**src/rtl/vblank_arbiter_pkg.sv**
```systemverilog
// vblank_arbiter_pkg
// Shared definitions for the vertical-blank arbiter slice:
//   - SVGA 800x600 timing constants (the arbiter only consumes vblnk, but the
//     numbers document the window the arbiter works inside)
//   - arbiter FSM state encoding
//   - frame counter width
//   - one-hot to index helper used when recording the last granted requester
package vblank_arbiter_pkg;

  // Horizontal timing in pixel clocks.
  localparam int H_VISIBLE     = 800;
  localparam int H_TOTAL       = 1056;
  localparam int H_BLANK_START = 800;
  localparam int H_SYNC_START  = 840;
  localparam int H_SYNC_WIDTH  = 128;

  // Vertical timing in lines.
  localparam int V_VISIBLE     = 600;
  localparam int V_TOTAL       = 628;
  localparam int V_BLANK_START = 600;
  localparam int V_SYNC_START  = 601;
  localparam int V_SYNC_WIDTH  = 4;

  // Completed-frame counter width.
  localparam int FRAME_W = 16;

  typedef enum logic [1:0] {
    ST_IDLE  = 2'd0,
    ST_ARB   = 2'd1,
    ST_GRANT = 2'd2
  } arb_state_t;

  // Index of the highest set bit of a one-hot vector (up to 8 requesters).
  function automatic logic [2:0] onehot_idx(input logic [7:0] oh);
    logic [2:0] idx;
    idx = 3'd0;
    for (int i = 0; i < 8; i++) begin
      if (oh[i]) begin
        idx = 3'(i);
      end else begin
        idx = idx;
      end
    end
    return idx;
  endfunction

endpackage

```
**src/rtl/vblank_arbiter_if.sv**
```systemverilog
// vblank_arbiter_if
// Request/grant bundle between frame-update requesters and the arbiter.
//   vblnk     : vertical blank from the timing generator (registered in pclk)
//   req       : level request per requester, held until served
//   done      : one-cycle completion pulse from the granted requester
//   grant     : one-hot or zero grant vector
//   busy      : a grant is currently held
//   frame_cnt : completed-frame count
//   timeout   : pulse when a slot was forcibly ended
//   overrun   : pulse when blanking ended while a grant was held
//   missed    : requesters still pending when the window closed
// Modports: master drives the requests, slave is the arbiter.
interface vblank_arbiter_if
  import vblank_arbiter_pkg::*;
#(
  parameter int N_REQ = 4
) ();

  logic                 vblnk;
  logic [N_REQ-1:0]     req;
  logic [N_REQ-1:0]     done;
  logic [N_REQ-1:0]     grant;
  logic                 busy;
  logic [FRAME_W-1:0]   frame_cnt;
  logic                 timeout;
  logic                 overrun;
  logic [N_REQ-1:0]     missed;

  modport master (
    output vblnk, req, done,
    input  grant, busy, frame_cnt, timeout, overrun, missed
  );

  modport slave (
    input  vblnk, req, done,
    output grant, busy, frame_cnt, timeout, overrun, missed
  );

endinterface

```
**src/rtl/vblank_arbiter_rr_picker.sv**
```systemverilog
// rr_picker
// Combinational round-robin priority encoder. Starting just after i_last and
// wrapping, selects the first set bit of i_eligible.
//   i_eligible : candidate requesters
//   i_last     : index of the most recently granted requester
//   o_pick     : one-hot selection (zero when nothing eligible)
//   o_valid    : a requester was selected
module rr_picker #(
  parameter int N_REQ = 4
) (
  input  logic [N_REQ-1:0]         i_eligible,
  input  logic [$clog2(N_REQ)-1:0] i_last,
  output logic [N_REQ-1:0]         o_pick,
  output logic                     o_valid
);

  localparam int IDX_W = $clog2(N_REQ);
  localparam int SUM_W = IDX_W + 1;

  logic [SUM_W-1:0] w_sum;

  // Scan N_REQ positions after i_last; last + k never exceeds 2*N_REQ-1, so a
  // single conditional subtraction performs the wrap.
  always_comb begin
    o_pick  = '0;
    o_valid = 1'b0;
    w_sum   = '0;
    for (int k = 1; k <= N_REQ; k++) begin
      w_sum = {1'b0, i_last} + SUM_W'(k);
      if (w_sum >= SUM_W'(N_REQ)) begin
        w_sum = w_sum - SUM_W'(N_REQ);
      end else begin
        w_sum = w_sum;
      end
      if (!o_valid && i_eligible[w_sum[IDX_W-1:0]]) begin
        o_pick[w_sum[IDX_W-1:0]] = 1'b1;
        o_valid                  = 1'b1;
      end else begin
        o_valid = o_valid;
      end
    end
  end

endmodule

```
**src/rtl/vblank_arbiter.sv**
```systemverilog
// vblank_arbiter
// Round-robin scheduler that hands exclusive access to shared drawing state
// to one requester at a time, only while vertical blanking is active. Counts
// frames, ends over-long slots and reports requesters that overran or missed
// the blanking window.
//   pclk  : pixel clock
//   rst_n : asynchronous active-low reset
//   bus   : vblank_arbiter_if slave (vblnk/req/done in, grant/status out)
module vblank_arbiter
  import vblank_arbiter_pkg::*;
#(
  parameter int N_REQ    = 4,
  parameter int MAX_SLOT = 4096,
  parameter int SLOT_W   = 13
) (
  input  logic            pclk,
  input  logic            rst_n,
  vblank_arbiter_if.slave bus
);

  localparam int IDX_W = $clog2(N_REQ);

  arb_state_t         r_state, w_state_nxt;
  logic               r_vblnk_q, r_q_valid;
  logic               w_rise, w_fall;
  logic [N_REQ-1:0]   r_served, w_served_nxt;
  logic [N_REQ-1:0]   r_missed, w_missed_nxt;
  logic [N_REQ-1:0]   r_grant, w_grant_nxt;
  logic [N_REQ-1:0]   w_eligible, w_pick;
  logic               w_pick_valid, w_done_g, w_slot_end;
  logic [IDX_W-1:0]   r_last, w_last_nxt;
  logic [SLOT_W-1:0]  r_slot, w_slot_nxt;
  logic [FRAME_W-1:0] r_frame_cnt, w_frame_nxt;
  logic               r_busy, r_timeout, r_overrun;
  logic               w_timeout_nxt, w_overrun_nxt;

  // r_q_valid masks the first cycle after reset, where r_vblnk_q holds its
  // reset value rather than a real sample; otherwise a reset released inside
  // blanking would be mistaken for a rising edge and open a partial window.
  assign w_rise     = bus.vblnk & ~r_vblnk_q & r_q_valid;
  assign w_fall     = ~bus.vblnk & r_vblnk_q & r_q_valid;
  assign w_eligible = bus.req & ~r_served;
  assign w_done_g   = |(bus.done & r_grant);
  assign w_slot_end = (r_slot == SLOT_W'(MAX_SLOT - 1));

  rr_picker #(.N_REQ(N_REQ)) u_picker (
    .i_eligible (w_eligible),
    .i_last     (r_last),
    .o_pick     (w_pick),
    .o_valid    (w_pick_valid)
  );

  // FSM state register.
  always_ff @(posedge pclk or negedge rst_n) begin
    if (!rst_n) begin
      r_state <= ST_IDLE;
    end else begin
      r_state <= w_state_nxt;
    end
  end

  // FSM next-state logic; closing of the window outranks a new grant.
  always_comb begin
    w_state_nxt = r_state;
    case (r_state)
      ST_IDLE: begin
        if (w_rise) w_state_nxt = ST_ARB;
        else        w_state_nxt = ST_IDLE;
      end
      ST_ARB: begin
        if (w_fall)            w_state_nxt = ST_IDLE;
        else if (w_pick_valid) w_state_nxt = ST_GRANT;
        else                   w_state_nxt = ST_ARB;
      end
      ST_GRANT: begin
        if (w_done_g)        w_state_nxt = w_fall ? ST_IDLE : ST_ARB;
        else if (w_fall)     w_state_nxt = ST_IDLE;
        else if (w_slot_end) w_state_nxt = ST_ARB;
        else                 w_state_nxt = ST_GRANT;
      end
      default: w_state_nxt = ST_IDLE;
    endcase
  end

  // FSM output logic: next values of grant, bookkeeping and status pulses.
  always_comb begin
    w_grant_nxt   = r_grant;
    w_served_nxt  = r_served;
    w_missed_nxt  = r_missed;
    w_last_nxt    = r_last;
    w_frame_nxt   = r_frame_cnt;
    w_slot_nxt    = '0;
    w_timeout_nxt = 1'b0;
    w_overrun_nxt = 1'b0;
    case (r_state)
      ST_IDLE: begin
        if (w_rise) begin
          w_frame_nxt  = r_frame_cnt + 16'd1;
          w_served_nxt = '0;
          w_missed_nxt = '0;
        end else begin
          w_frame_nxt = r_frame_cnt;
        end
      end
      ST_ARB: begin
        if (w_fall) begin
          w_missed_nxt = w_eligible;
        end else if (w_pick_valid) begin
          w_grant_nxt  = w_pick;
          w_served_nxt = r_served | w_pick;
          w_last_nxt   = IDX_W'(onehot_idx(8'(w_pick)));
        end else begin
          w_grant_nxt = '0;
        end
      end
      ST_GRANT: begin
        w_slot_nxt = r_slot + SLOT_W'(1);
        if (w_done_g) begin
          w_grant_nxt = '0;
          if (w_fall) w_missed_nxt = w_eligible;
          else        w_missed_nxt = r_missed;
        end else if (w_fall) begin
          w_grant_nxt   = '0;
          w_overrun_nxt = 1'b1;
          w_missed_nxt  = w_eligible;
        end else if (w_slot_end) begin
          w_grant_nxt   = '0;
          w_timeout_nxt = 1'b1;
        end else begin
          w_grant_nxt = r_grant;
        end
      end
      default: begin
        w_grant_nxt = '0;
      end
    endcase
  end

  // Datapath and output registers.
  always_ff @(posedge pclk or negedge rst_n) begin
    if (!rst_n) begin
      r_vblnk_q   <= 1'b0;
      r_q_valid   <= 1'b0;
      r_grant     <= '0;
      r_busy      <= 1'b0;
      r_served    <= '0;
      r_missed    <= '0;
      r_last      <= IDX_W'(N_REQ - 1);
      r_slot      <= '0;
      r_frame_cnt <= '0;
      r_timeout   <= 1'b0;
      r_overrun   <= 1'b0;
    end else begin
      r_vblnk_q   <= bus.vblnk;
      r_q_valid   <= 1'b1;
      r_grant     <= w_grant_nxt;
      r_busy      <= |w_grant_nxt;
      r_served    <= w_served_nxt;
      r_missed    <= w_missed_nxt;
      r_last      <= w_last_nxt;
      r_slot      <= w_slot_nxt;
      r_frame_cnt <= w_frame_nxt;
      r_timeout   <= w_timeout_nxt;
      r_overrun   <= w_overrun_nxt;
    end
  end

  assign bus.grant     = r_grant;
  assign bus.busy      = r_busy;
  assign bus.frame_cnt = r_frame_cnt;
  assign bus.timeout   = r_timeout;
  assign bus.overrun   = r_overrun;
  assign bus.missed    = r_missed;

endmodule

```
**src/flat_wrapper.sv**
```systemverilog
// flat-port wrapper written by rule: the top's interface ports become plain ports
module vblank_arbiter_flat import vblank_arbiter_pkg::*;
#(
  parameter int N_REQ    = 4,
  parameter int MAX_SLOT = 4096,
  parameter int SLOT_W   = 13
)
  (pclk, rst_n, bus_vblnk, bus_req, bus_done, bus_grant, bus_busy, bus_frame_cnt, bus_timeout, bus_overrun, bus_missed);
  vblank_arbiter_if #(.N_REQ(N_REQ)) bus_i ();
  input  logic pclk;
  input  logic rst_n;
  input wire logic [$bits(bus_i.vblnk)-1:0] bus_vblnk;
  input wire logic [$bits(bus_i.req)-1:0] bus_req;
  input wire logic [$bits(bus_i.done)-1:0] bus_done;
  output wire logic [$bits(bus_i.grant)-1:0] bus_grant;
  output wire logic [$bits(bus_i.busy)-1:0] bus_busy;
  output wire logic [$bits(bus_i.frame_cnt)-1:0] bus_frame_cnt;
  output wire logic [$bits(bus_i.timeout)-1:0] bus_timeout;
  output wire logic [$bits(bus_i.overrun)-1:0] bus_overrun;
  output wire logic [$bits(bus_i.missed)-1:0] bus_missed;
  assign bus_i.vblnk = bus_vblnk;
  assign bus_i.req = bus_req;
  assign bus_i.done = bus_done;
  assign bus_grant = bus_i.grant;
  assign bus_busy = bus_i.busy;
  assign bus_frame_cnt = bus_i.frame_cnt;
  assign bus_timeout = bus_i.timeout;
  assign bus_overrun = bus_i.overrun;
  assign bus_missed = bus_i.missed;
  vblank_arbiter #(.N_REQ(N_REQ), .MAX_SLOT(MAX_SLOT), .SLOT_W(SLOT_W)) u_core (.pclk(pclk), .rst_n(rst_n), .bus(bus_i));
endmodule
```
**config.mk**
```make
export PLATFORM = sky130hd
export DESIGN_NAME = vblank_arbiter_flat
export DESIGN_NICKNAME = d
export VERILOG_FILES = /design/src/rtl/vblank_arbiter_pkg.sv /design/src/rtl/vblank_arbiter_if.sv /design/src/rtl/vblank_arbiter_rr_picker.sv /design/src/rtl/vblank_arbiter.sv /design/src/flat_wrapper.sv
export SDC_FILE = /design/constraint.sdc
export NUM_CORES = 1
export LEC_CHECK = 0
export CORE_MARGIN = 2
export CORE_UTILIZATION = 40
export CTS_CLUSTER_DIAMETER = 30
export DETAILED_ROUTE_END_ITERATION = 7
export SYNTH_ARGS = -nofsm -noshare
export SYNTH_HDL_FRONTEND = slang
export SYNTH_SLANG_ARGS = --single-unit
```
**constraint.sdc**
```tcl
create_clock -name pclk -period 6.1 [get_ports pclk]
set_input_delay 1.22 -clock pclk [delete_from_list [all_inputs] [get_ports pclk]]
set_output_delay 1.22 -clock pclk [all_outputs]
set_load 0.01 [all_outputs]
```
=== Word-level counts from Yosys, hierarchy flattened ===
Index checks and enable logic that the tools add are counted.

* Register bits: 50
* Output and inout bits: 27
* Logic and storage cells: 134

* $add $sub $neg: 10
* Order comparisons: 12
* Equality and inequality tests: 7
* Muxes and demuxes: 59
* Bitwise gates (word level): 14
* Reductions and logical operators: 20

{| class="wikitable"
|+ Operator list
! cell !! count
|-
| two-way mux 4 bit || 13
|-
| two-way mux 1 bit || 22
|-
| two-way mux 2 bit || 11
|-
| adder 16 x 1 -> 16 bit (second input constant) || 1
|-
| bitwise OR 4 bit || 4
|-
| case mux 4 bit (2 select lines) || 2
|-
| adder 13 x 1 -> 13 bit (second input constant) || 1
|-
| == test 13 x 12 -> 1 bit (second input constant) || 1
|-
| two-way mux 13 bit || 1
|-
| greater-or-equal comparator 3 bit (second input constant) || 4
|-
| less-than comparator 2 x 3 -> 1 bit (second input constant) || 4
|-
| case mux 4 bit (3 select lines) || 1
|-
| bitwise AND 4 bit || 2
|-
| binary-select mux 1 bit (select 2 bit) || 4
|-
| demux 1 bit (select 2 bit) || 4
|-
| greater-or-equal comparator 2 x 1 -> 1 bit (second input constant) || 4
|-
| OR reduction 4 bit || 2
|-
| subtractor 2 x 1 -> 2 bit (second input constant) || 4
|-
| logical AND 1 bit || 7
|-
| adder 2 x 2 -> 3 bit (second input constant) || 2
|-
| case mux 2 bit (3 select lines) || 1
|-
| AND reduction 3 bit || 2
|-
| bitwise AND 1 bit || 4
|-
| inequality test 2 x 1 -> 1 bit (second input constant) || 2
|-
| other kinds (13) || 19
|}

=== Depth between registers and ports, before layout ===
Gate-level depths: netlist of the first run.

* Word-level depth: 19
* Depth in mapped cells: 9

=== Modules after synthesis ===
Synthesis of the first run repeated with hierarchy kept, for this count alone.

* Cells, all modules: 261
* Area, all modules: 2821.5 sq um

{| class="wikitable"
|+ Modules (own cells, without submodules)
! module !! instances !! cells an instance !! area an instance (sq um) !! sequential area each (sq um)
|-
| vblank_arbiter || 1 || 213 || 2406.1 || 1253.7
|-
| rr_picker || 1 || 48 || 415.4 || 0.0
|}

=== Worst setup path before layout of the first run ===
No wires, ideal clock.

* Path kind: input to register
* From: input bus_req[1]
* To: register u_core.r_busy (netlist: u_core.bus.busy)
* Setup time: 0.139 ns
* Arrival: 3.007 ns
* Slack: 2.954 ns
* Stages on the path: 7
* Buffers on the path: 1
* Path through: nor2b_1 buf_2 mux4_2 nor2b_4 a221oi_2 a21oi_1 or4b_1

* Longest elaborated chain between the ends: 17
* Elaborated cells on any way between the ends: 30
* Those cells by class: 19 x mux; 4 x bitwise; 7 x reduce/logical

{| class="wikitable"
|+ Ends and longest elaborated chain
! element !! RTL line !! source
|-
| from (decl) || flat_wrapper.sv:13 || <nowiki>input wire logic [$bits(bus_i.req)-1:0] bus_req;</nowiki>
|-
| bitwise AND 4 bit (*) || vblank_arbiter.sv:42 || <nowiki>assign w_eligible = bus.req & ~r_served;</nowiki>
|-
| binary-select mux 1 bit (select 2 bit) || vblank_arbiter_rr_picker.sv:35 || <nowiki>if (!o_valid && i_eligible[w_sum[IDX_W-1:0]]) begin</nowiki>
|-
| two-way mux 1 bit (not written as such) || vblank_arbiter_rr_picker.sv:35 ||
|-
| two-way mux 1 bit || vblank_arbiter_rr_picker.sv:35 ||
|-
| logical NOT 1 bit || vblank_arbiter_rr_picker.sv:35 ||
|-
| logical AND 1 bit || vblank_arbiter_rr_picker.sv:35 ||
|-
| two-way mux 1 bit || vblank_arbiter_rr_picker.sv:35 ||
|-
| logical NOT 1 bit || vblank_arbiter_rr_picker.sv:35 ||
|-
| logical AND 1 bit || vblank_arbiter_rr_picker.sv:35 ||
|-
| two-way mux 1 bit || vblank_arbiter_rr_picker.sv:35 ||
|-
| logical NOT 1 bit || vblank_arbiter_rr_picker.sv:35 ||
|-
| logical AND 1 bit || vblank_arbiter_rr_picker.sv:35 ||
|-
| two-way mux 4 bit or two-way mux 1 bit (tied branches) || vblank_arbiter_rr_picker.sv:35 ||
|-
| two-way mux 4 bit (*) || vblank_arbiter.sv:108 || <nowiki>end else if (w_pick_valid) begin</nowiki>
|-
| two-way mux 4 bit (*) || vblank_arbiter.sv:106 || <nowiki>if (w_fall) begin</nowiki>
|-
| case mux 4 bit (3 select lines) (*) || vblank_arbiter.sv:95 || <nowiki>case (r_state)</nowiki>
|-
| OR reduction 4 bit (*) || vblank_arbiter.sv:157 || <nowiki>r_busy <= |w_grant_nxt;</nowiki>
|-
| to (signal assigned) || vblank_arbiter.sv:157 ||
|-
| to (decl) || vblank_arbiter.sv:34 || <nowiki>logic r_busy, r_timeout, r_overrun;</nowiki>
|}

Every way passes the cells marked *; elsewhere a longest branch is shown, timed or not. The select of a mux whose other input is x is not followed.
A chain may end at the register's enable or synchronous reset.

=== Final worst setup path of the first run ===
Ends and elaborated chain as after synthesis.

==> results of run 1 <==
==> worst max-delay path by stage <==
stage / to / cells after the start / slack, ns / from
after floorplan: u_core.bus.busy$_DFF_PN0_ / 7 / 2.95 / bus_req[1]
after CTS: u_core.bus.busy$_DFF_PN0_ / 7 / 2.64 / bus_req[1]
final: u_core.bus.busy$_DFF_PN0_ / 7 / 2.62 / bus_req[1]
after global placement: u_core.bus.busy$_DFF_PN0_ / 7 / 2.38 / bus_req[1]
after detailed placement: u_core.bus.busy$_DFF_PN0_ / 7 / 2.33 / bus_req[1]
after global routing: u_core.bus.busy$_DFF_PN0_ / 7 / 2.38 / bus_req[1]
==> placed cells by master (no fill, tap or decap), types with 7 or more instances in the layout <==
cell and instances:
and2_1 7, and3_1 9, o21ai_0 9, a21oi_1 11
nand3_1 18, dfrtp_1 48, inv_1 14, clkdlybuf4s50_1 36
nand2b_1 9, o211ai_1 8, nor2b_1 8, ha_1 13
xnor2_1 18, nor3_1 7, nand2_1 19
==> power groups by stage <==
stage	registers, uW	logic (uW)	clock network [uW]
floorplan	469	347	0
global placement	477	502	0
detailed placement	473	505	0
CTS	469	507	191
global route	481	569	204
finish	469	507	182
==> sequential cells by signal, summed over array words and instances, names as in the netlist <==
register / cells
u_core.bus.busy: 1
u_core.bus.frame_cnt: 16
u_core.bus.grant: 4
u_core.bus.missed: 4
u_core.bus.overrun: 1
u_core.bus.timeout: 1
u_core.r_last: 2
u_core.r_q_valid: 1
u_core.r_served: 4
u_core.r_slot: 13
u_core.r_state: 2
u_core.r_vblnk_q: 1
==> logic make-up (layout without fill, tap and decap cells) <==
kind of cell,after synthesis,in the layout,synth area share
and+or+nand+nor,100,100,0.209
DFF,50,50,0.470
AOI/OAI and AO/OA,49,49,0.132
xor gates and xnor gates,22,22,0.0722
buffers and inverters,19,61,0.0286
adders and majority gates,13,13,0.0610
muxes,4,4,0.0253
other,1,1,0.00141
==> per-stage QoR <==
step | power [uW] | instances | cell area, um2
floorplan | 815 | 258 | 2670
global placement | 979 | 369 | 3120
detailed placement | 977 | 369 | 3120
CTS | 1170 | 377 | 3200
global route | 1250 | 377 | 3200
finish | 1160 | 377 | 3200
==> cell type report <==
cell class / instances / area (um2) / share of cell area
multi-input combinational: 189 / 1340 / 0.418
clock buffer: 8 / 80.1 / 0.0250
sequential: 50 / 1250 / 0.392
tap: 77 / 96.3 / 0.0301
inverter: 15 / 56.3 / 0.0176
timing repair buffer: 38 / 373 / 0.117
==> synthesized netlist by cell type (2+ instances only) <==
cell type	n
dfrtp_1	48
nand2_1	19
nand3_1	18
xnor2_1	18
inv_1	14
ha_1	13
a21oi_1	11
and3_1	9
nand2b_1	9
o21ai_0	9
nor2b_1	8
o211ai_1	8
and2_1	7
nor3_1	7
nor2_1	6
nand4_1	4
xor2_1	4
a21boi_0	3
a221oi_2	3
or3_1	3
a221oi_1	2
a22oi_1	2
and4_1	2
clkbuf_1	2
dfstp_2	2
mux2_2	2
mux4_2	2
o21ai_1	2
o2bb2ai_1	2
==> routing by layer <==
layer	share of wire	vias up	wire length, um	global-route usage
met4	0.0054	0	28	0.0375
met3	0.054	2	279	0.0375
li1	-	1000	-	-
met5	0	-	0	0
met1	0.53	959	2740	0.229
met2	0.41	56	2140	0.215
==> results.md, run 1 <==
* Status: finished clean
* Worst Clk Skew at approximately 0.0057 ns
* Fin crit share at 0.570
* Vias per cell at 5.35
* R2R depth at 8
* Cell Chain, Critical Path: clkdlybuf4s50_1 -> nor2b_1 -> mux4_2 -> nor2b_4 -> a221oi_1 -> a21oi_1 -> or4b_1
* Final core occ at 0.501
* Register bit total from synthesis at 50
* Post-DP HPWL at 3730 um
* Post-Syn Area at 2670 um2
* Core area at 6390 um2
* Rows at 29
* Yosys warnings at 0
* Initial DRC Count at 69
* Clock-pin slew on the worst setup and hold paths at 0.09 ns
* Top cell type by total area after synthesis: dfrtp_1
* Seq/Total Area, Yosys at 0.470
* Hold Path Sink: u_core.bus.frame_cnt[15]$_DFFE_PN0P_
* GP Congestion at around 0.81
* Fin worst setup slack at 2.62 ns
* DIE AREA at 7340 um2
* Remaining antenna violation count after routing at 0
* Max-cap violations at 0
* Final-report hold violation count at 0
* Clock buffer count from CTS at 5
* Gr usage total at 0.151
* Buf/Inv on CP at 1
* DRT Wirelength at approximately 5200 um
* Distinct cell type count after synthesis at 48
* Critical Path End Type: flip-flop
* Hold-critical path depth at 1
* Share of the synthesized area in the top cell type at 0.450
* CP max-delay cell: or4b_1
* Leak pwr at 0.00138 uW
* Sequential share of power at 0.405
* Dpl ws at 2.33 ns
* Worst slew pin tran at 0.780 ns
* Max incr delay on CP at around 0.47 ns
* Final TNS setup at 0 ns
* RSZ-0062 raised after global routing: false
* DRT Pass-1 Iters at 4
* Hold Crit Start: u_core.bus.frame_cnt[15]$_DFFE_PN0P_
* Die Span Y at between 80 and 90 um
* Mapped Avg Cell Area at 10.3 um2
* Peak supply drop at 0.000195 V
* # H-tree levels at 2
* Cell family with most CP delay: simple AND/OR/NAND/NOR gates
* Post-synthesis net count at roughly 280
* Post-CTS Resized at 0
* Main area contributors after synthesis: dfrtp_1 (45%), ha_1 (6.1%), xnor2_1 (5.9%)
* Synth Instances at 258
* Critical register-to-register path endpoint: u_core.bus.busy$_DFF_PN0_
* WP data arrival at 3.65 ns
* Nets at 323
* Clock Tree Buf Depth at 2
* Die X at 85.7 um
* Launch point of the worst reg-to-reg path: u_core.r_last[1]$_DFFE_PN1P_
* Wirelength per Cell at between 10 and 15 um
* Post-CTS Hold Buffers at 0
* Critical Path RT at 6.27 ns
* Async S/R FF share, synth at 1.00
* Total number of vias at 2017
* Share of layout cells above drive strength 1 at 0.0700
* Detailed-route DRC error count at 0
* Post-synth EDFFs at 0
* Global-route wire length before repair at 9030 um
* CTS Root Buffer Type: clkbuf_8
* CTS tree: yes
* P per Cell Area at roughly 360 nW/um2
* Type of the most critical hold path: flip-flop to flip-flop
* Sw frac at 0.380
* Part of the power in combinational logic at 0.438
* CP Launch Type: input pin
* IO Pins at 38
* CP Class: input pin to flip-flop
* Final slew viol count at 0
* IO Port Bufs at 37
* Antenna violations before repair at 0
* # fillers at 612
* Int Pwr at 718 uW
* Slew Limit Headroom at 0.475
* R2R Setup Slk at 3.27 ns
* Fin Hold WS at 0.484 ns
* Remaining Overflow, GRT at 0
* Setup bufs post-CTS at 0
* Fmax at between 200 and 300 MHz
* Maximum fanout along the worst path at 9
* Largest net degree at the start of global routing at 51
* Number of global-route vias before repair at 1925
* Synth Flop Type: dfrtp_1
* Net switching power at 440 uW
* Clock sink count at 50
* Clk pwr share at 0.157
* Initial Utilization at 0.418
* Final min period at 3.48 ns
* Area grow syn2layout at 19.8%
* Clk_lat worst skew at 0.29 ns
* Final setup violation count at 0
* N_diodes at 0
(Power assumes the default switching activity.)
==> run 2, diff against run 1 <==
Clock period 6.1 ns to 3.2 ns, I/O delays scaled along.
==> run 2 against run 1 <==
Wire length is 1.7% higher; flip-flop and latch count unchanged; combinational power up 97%; register-to-register slack got worse by 2.9 ns; core utilization up 0.22 points; die area stayed put; critical path depth unchanged; clock skew rose by 0.0066 ns; first-iteration DRC count grew 20%; critical endpoint unchanged.
==> results.md, run 2 (same netlist as run 1, synthesis figures left out) <==
* Status: finished clean
* RSZ-0062 raised after global routing: false
* Leak pwr at 0.00139 uW (+0.73%)
* Peak supply drop at 0.000395 V (+100%)
* CP max-delay cell: or4b_1
* Die Span Y at 85.7 um (unchanged)
* Post-DP HPWL at 3830 um (+2.6%)
* Die X at 85.7 um (unchanged)
* CTS tree: yes
* Rows at 29 (unchanged)
* Clock Tree Buf Depth at 2 (unchanged)
* Wirelength per Cell at 14.0 um (+1.5%)
* Int Pwr at 1380 uW (+93%)
* DRT Pass-1 Iters at 4 (unchanged)
* Setup bufs post-CTS at 0 (unchanged)
* P per Cell Area at 701 nW/um2 (+94%)
* Post-CTS Resized at 0 (unchanged)
* Initial Utilization at 0.418 (unchanged)
* Total number of vias at 2000 (-0.84%)
* WP data arrival at 3.10 ns (-0.55 ns)
* N_diodes at 0 (unchanged)
* Part of the power in combinational logic at 0.443 (+0.005)
* Final setup violation count at 0 (unchanged)
* Cell family with most CP delay: simple AND/OR/NAND/NOR gates
* Vias per cell at 5.29 (-1.1%)
* Max incr delay on CP at 0.47 ns (about the same)
* R2R Setup Slk at 0.40 ns (-2.87 ns)
* Placed cell count at 370 (+0.27%)
* Met1 Wirelength at 2770 um (+1.0%)
* Final min period at 2.91 ns
* Area grow syn2layout at 20.4%
* Final-report hold violation count at 0 (unchanged)
* GP Congestion at 0.821 (+1.7%)
* Detailed-route DRC error count at 0 (unchanged)
* Sw frac at 0.386 (+0.00545)
* Post-CTS Hold Buffers at 0 (unchanged)
* Fmax at approximately 340 MHz
* Core area at 6390 um2 (unchanged)
* Slew Limit Headroom at 0.527 (+0.0522)
* Top sig layer: met4
* Flip-flop count of the largest register after layout at 16 (unchanged)
* Worst slew pin tran at 0.702 ns (-0.0776 ns)
* CTS Root Buffer Type: clkbuf_8
* Routed length on met2 at 2230 um (+4.3%)
* Metal3 WL at 223 um (-20%)
* Clock sink count at 50 (unchanged)
* Nets at 324 (+0.31%)
* Cell Chain, Critical Path: clkdlybuf4s50_1 -> nor2b_1 -> mux4_2 -> nor2b_4 -> a221oi_1 -> a21oi_1 -> or4b_1
* Final slew viol count at 0 (unchanged)
* Clk pwr share at 0.159 (+0.002)
* Net switching power at 868 uW (+97%)
* Critical Path End Type: flip-flop
* Share of layout cells above drive strength 1 at 0.0797 (+0.00973)
* Critical Path RT at 3.38 ns (-2.89 ns)
* R2R depth at 8 (unchanged)
* Fin crit share at 0.911
* Largest net degree at the start of global routing at 35 (-31%)
* DIE AREA at 7340 um2 (unchanged)
* Clock-pin slew on the worst setup and hold paths at 0.09 ns (about the same)
* # H-tree levels at 2 (unchanged)
* Critical register-to-register path endpoint: u_core.bus.busy$_DFF_PN0_
* Fin worst setup slack at 0.285 ns (-2.33 ns)
* Remaining antenna violation count after routing at 0 (unchanged)
* Gr usage total at 0.153 (+0.00245)
* IO Pins at 38 (unchanged)
* Global-route wire length before repair at 9170 um (+1.6%)
* Remaining Overflow, GRT at 0 (unchanged)
* Type of the most critical hold path: input pin to asynchronous set/reset pin
* Launch point of the worst reg-to-reg path: u_core.r_last[0]$_DFFE_PN1P_
* Most frequent cells in the layout: dfrtp_1 (48), clkdlybuf4s50_1 (36), nand2_1 (19)
* Dpl ws at -0.0387 ns (-2.37 ns)
* Initial DRC Count at 83 (+20%)
* Worst Clk Skew at 0.0123 ns (+0.00655 ns)
* IO Port Bufs at 37 (unchanged)
* Clk_lat worst skew at 0.30 ns (about the same)
* Clock buffer count from CTS at 5 (unchanged)
* CP Launch Type: input pin
* Maximum fanout along the worst path at 9 (unchanged)
* Most common cell after layout, fill and taps aside: dfrtp_1
* DRT Wirelength at 5280 um (+1.7%)
* Buf/Inv on CP at 1 (unchanged)
* Max-cap violations at 0 (unchanged)
* CP Class: input pin to flip-flop
* Number of global-route vias before repair at 1934 (+0.47%)
* Antenna violations before repair at 0 (unchanged)
* Non-filler cells, final at 378 (+0.27%)
* Sequential share of power at 0.398 (-0.007)
==> run 2: cell count changes in the layout (fill, tap and decap cells not counted), sizes merged <==
cell	before	now
clkbuf	8	6
clkinv	0	2
buf	2	3
==> run 2: metrics by stage <==
stage                     utilization  area [um2]  setup TNS (ns)  hold WS, ns  total power (uW)
after CTS                       0.503        3210               0        0.241              2280
after global placement          0.489        3120               0        0.469              1890
after floorplan                     -        2670               0        0.344              1550
final                           0.503        3210               0        0.238              2250
after global routing            0.503        3210               0        0.254              2440
after detailed placement        0.489        3120         -0.0387        0.468              1900
==> run 2: worst max-delay path by stage <==
stage,from,to,slack (ns),cells after the start
final,bus_req[1],u_core.bus.busy$_DFF_PN0_,0.29,7
after global routing,bus_req[1],u_core.bus.busy$_DFF_PN0_,0.09,8
after floorplan,bus_req[1],u_core.bus.busy$_DFF_PN0_,0.63,7
after CTS,bus_req[1],u_core.bus.busy$_DFF_PN0_,0.28,7
after detailed placement,bus_req[1],u_core.bus.busy$_DFF_PN0_,-0.04,7
after global placement,bus_req[1],u_core.bus.busy$_DFF_PN0_,0.06,7
==> run 2: routing by layer <==
layer,vias to the layer above,GRT usage
met5,-,0
met4,0,0.0346
met1,958,0.235
met2,42,0.224
met3,7,0.0289
li1,993,-
==> run 2: cell type report <==
| class | count | area [um2] |
|---|---|---|
| Fill cell | 596 | 3180 |
| Multi-Input combinational cell | 189 | 1340 |
| Sequential cell | 50 | 1250 |
| Timing Repair Buffer | 39 | 380 |
| Tap cell | 77 | 96.3 |
| Clock buffer | 6 | 72.6 |
| Inverter | 15 | 56.3 |
| Clock inverter | 2 | 13.8 |
==> run 2: power by group through the flow <==
| stage | registers, uW | logic, uW | clock network, uW |
|---|---|---|---|
| after floorplan | 894 | 661 | 0 |
| after global placement | 907 | 984 | 0 |
| after detailed placement | 904 | 992 | 0 |
| after CTS | 898 | 1000 | 378 |
| after global routing | 921 | 1110 | 405 |
| final | 895 | 997 | 358 |
==> run 2: worst reg2reg max path, stage by stage, from the launching register on <==
cell      delay (ns)
dfstp_2         0.68
inv_2           0.11
ha_1            0.36
mux4_2          0.40
nand2_1         0.10
nand3_1         0.06
a221oi_1        0.38
a21oi_1         0.12
or4b_1          0.47
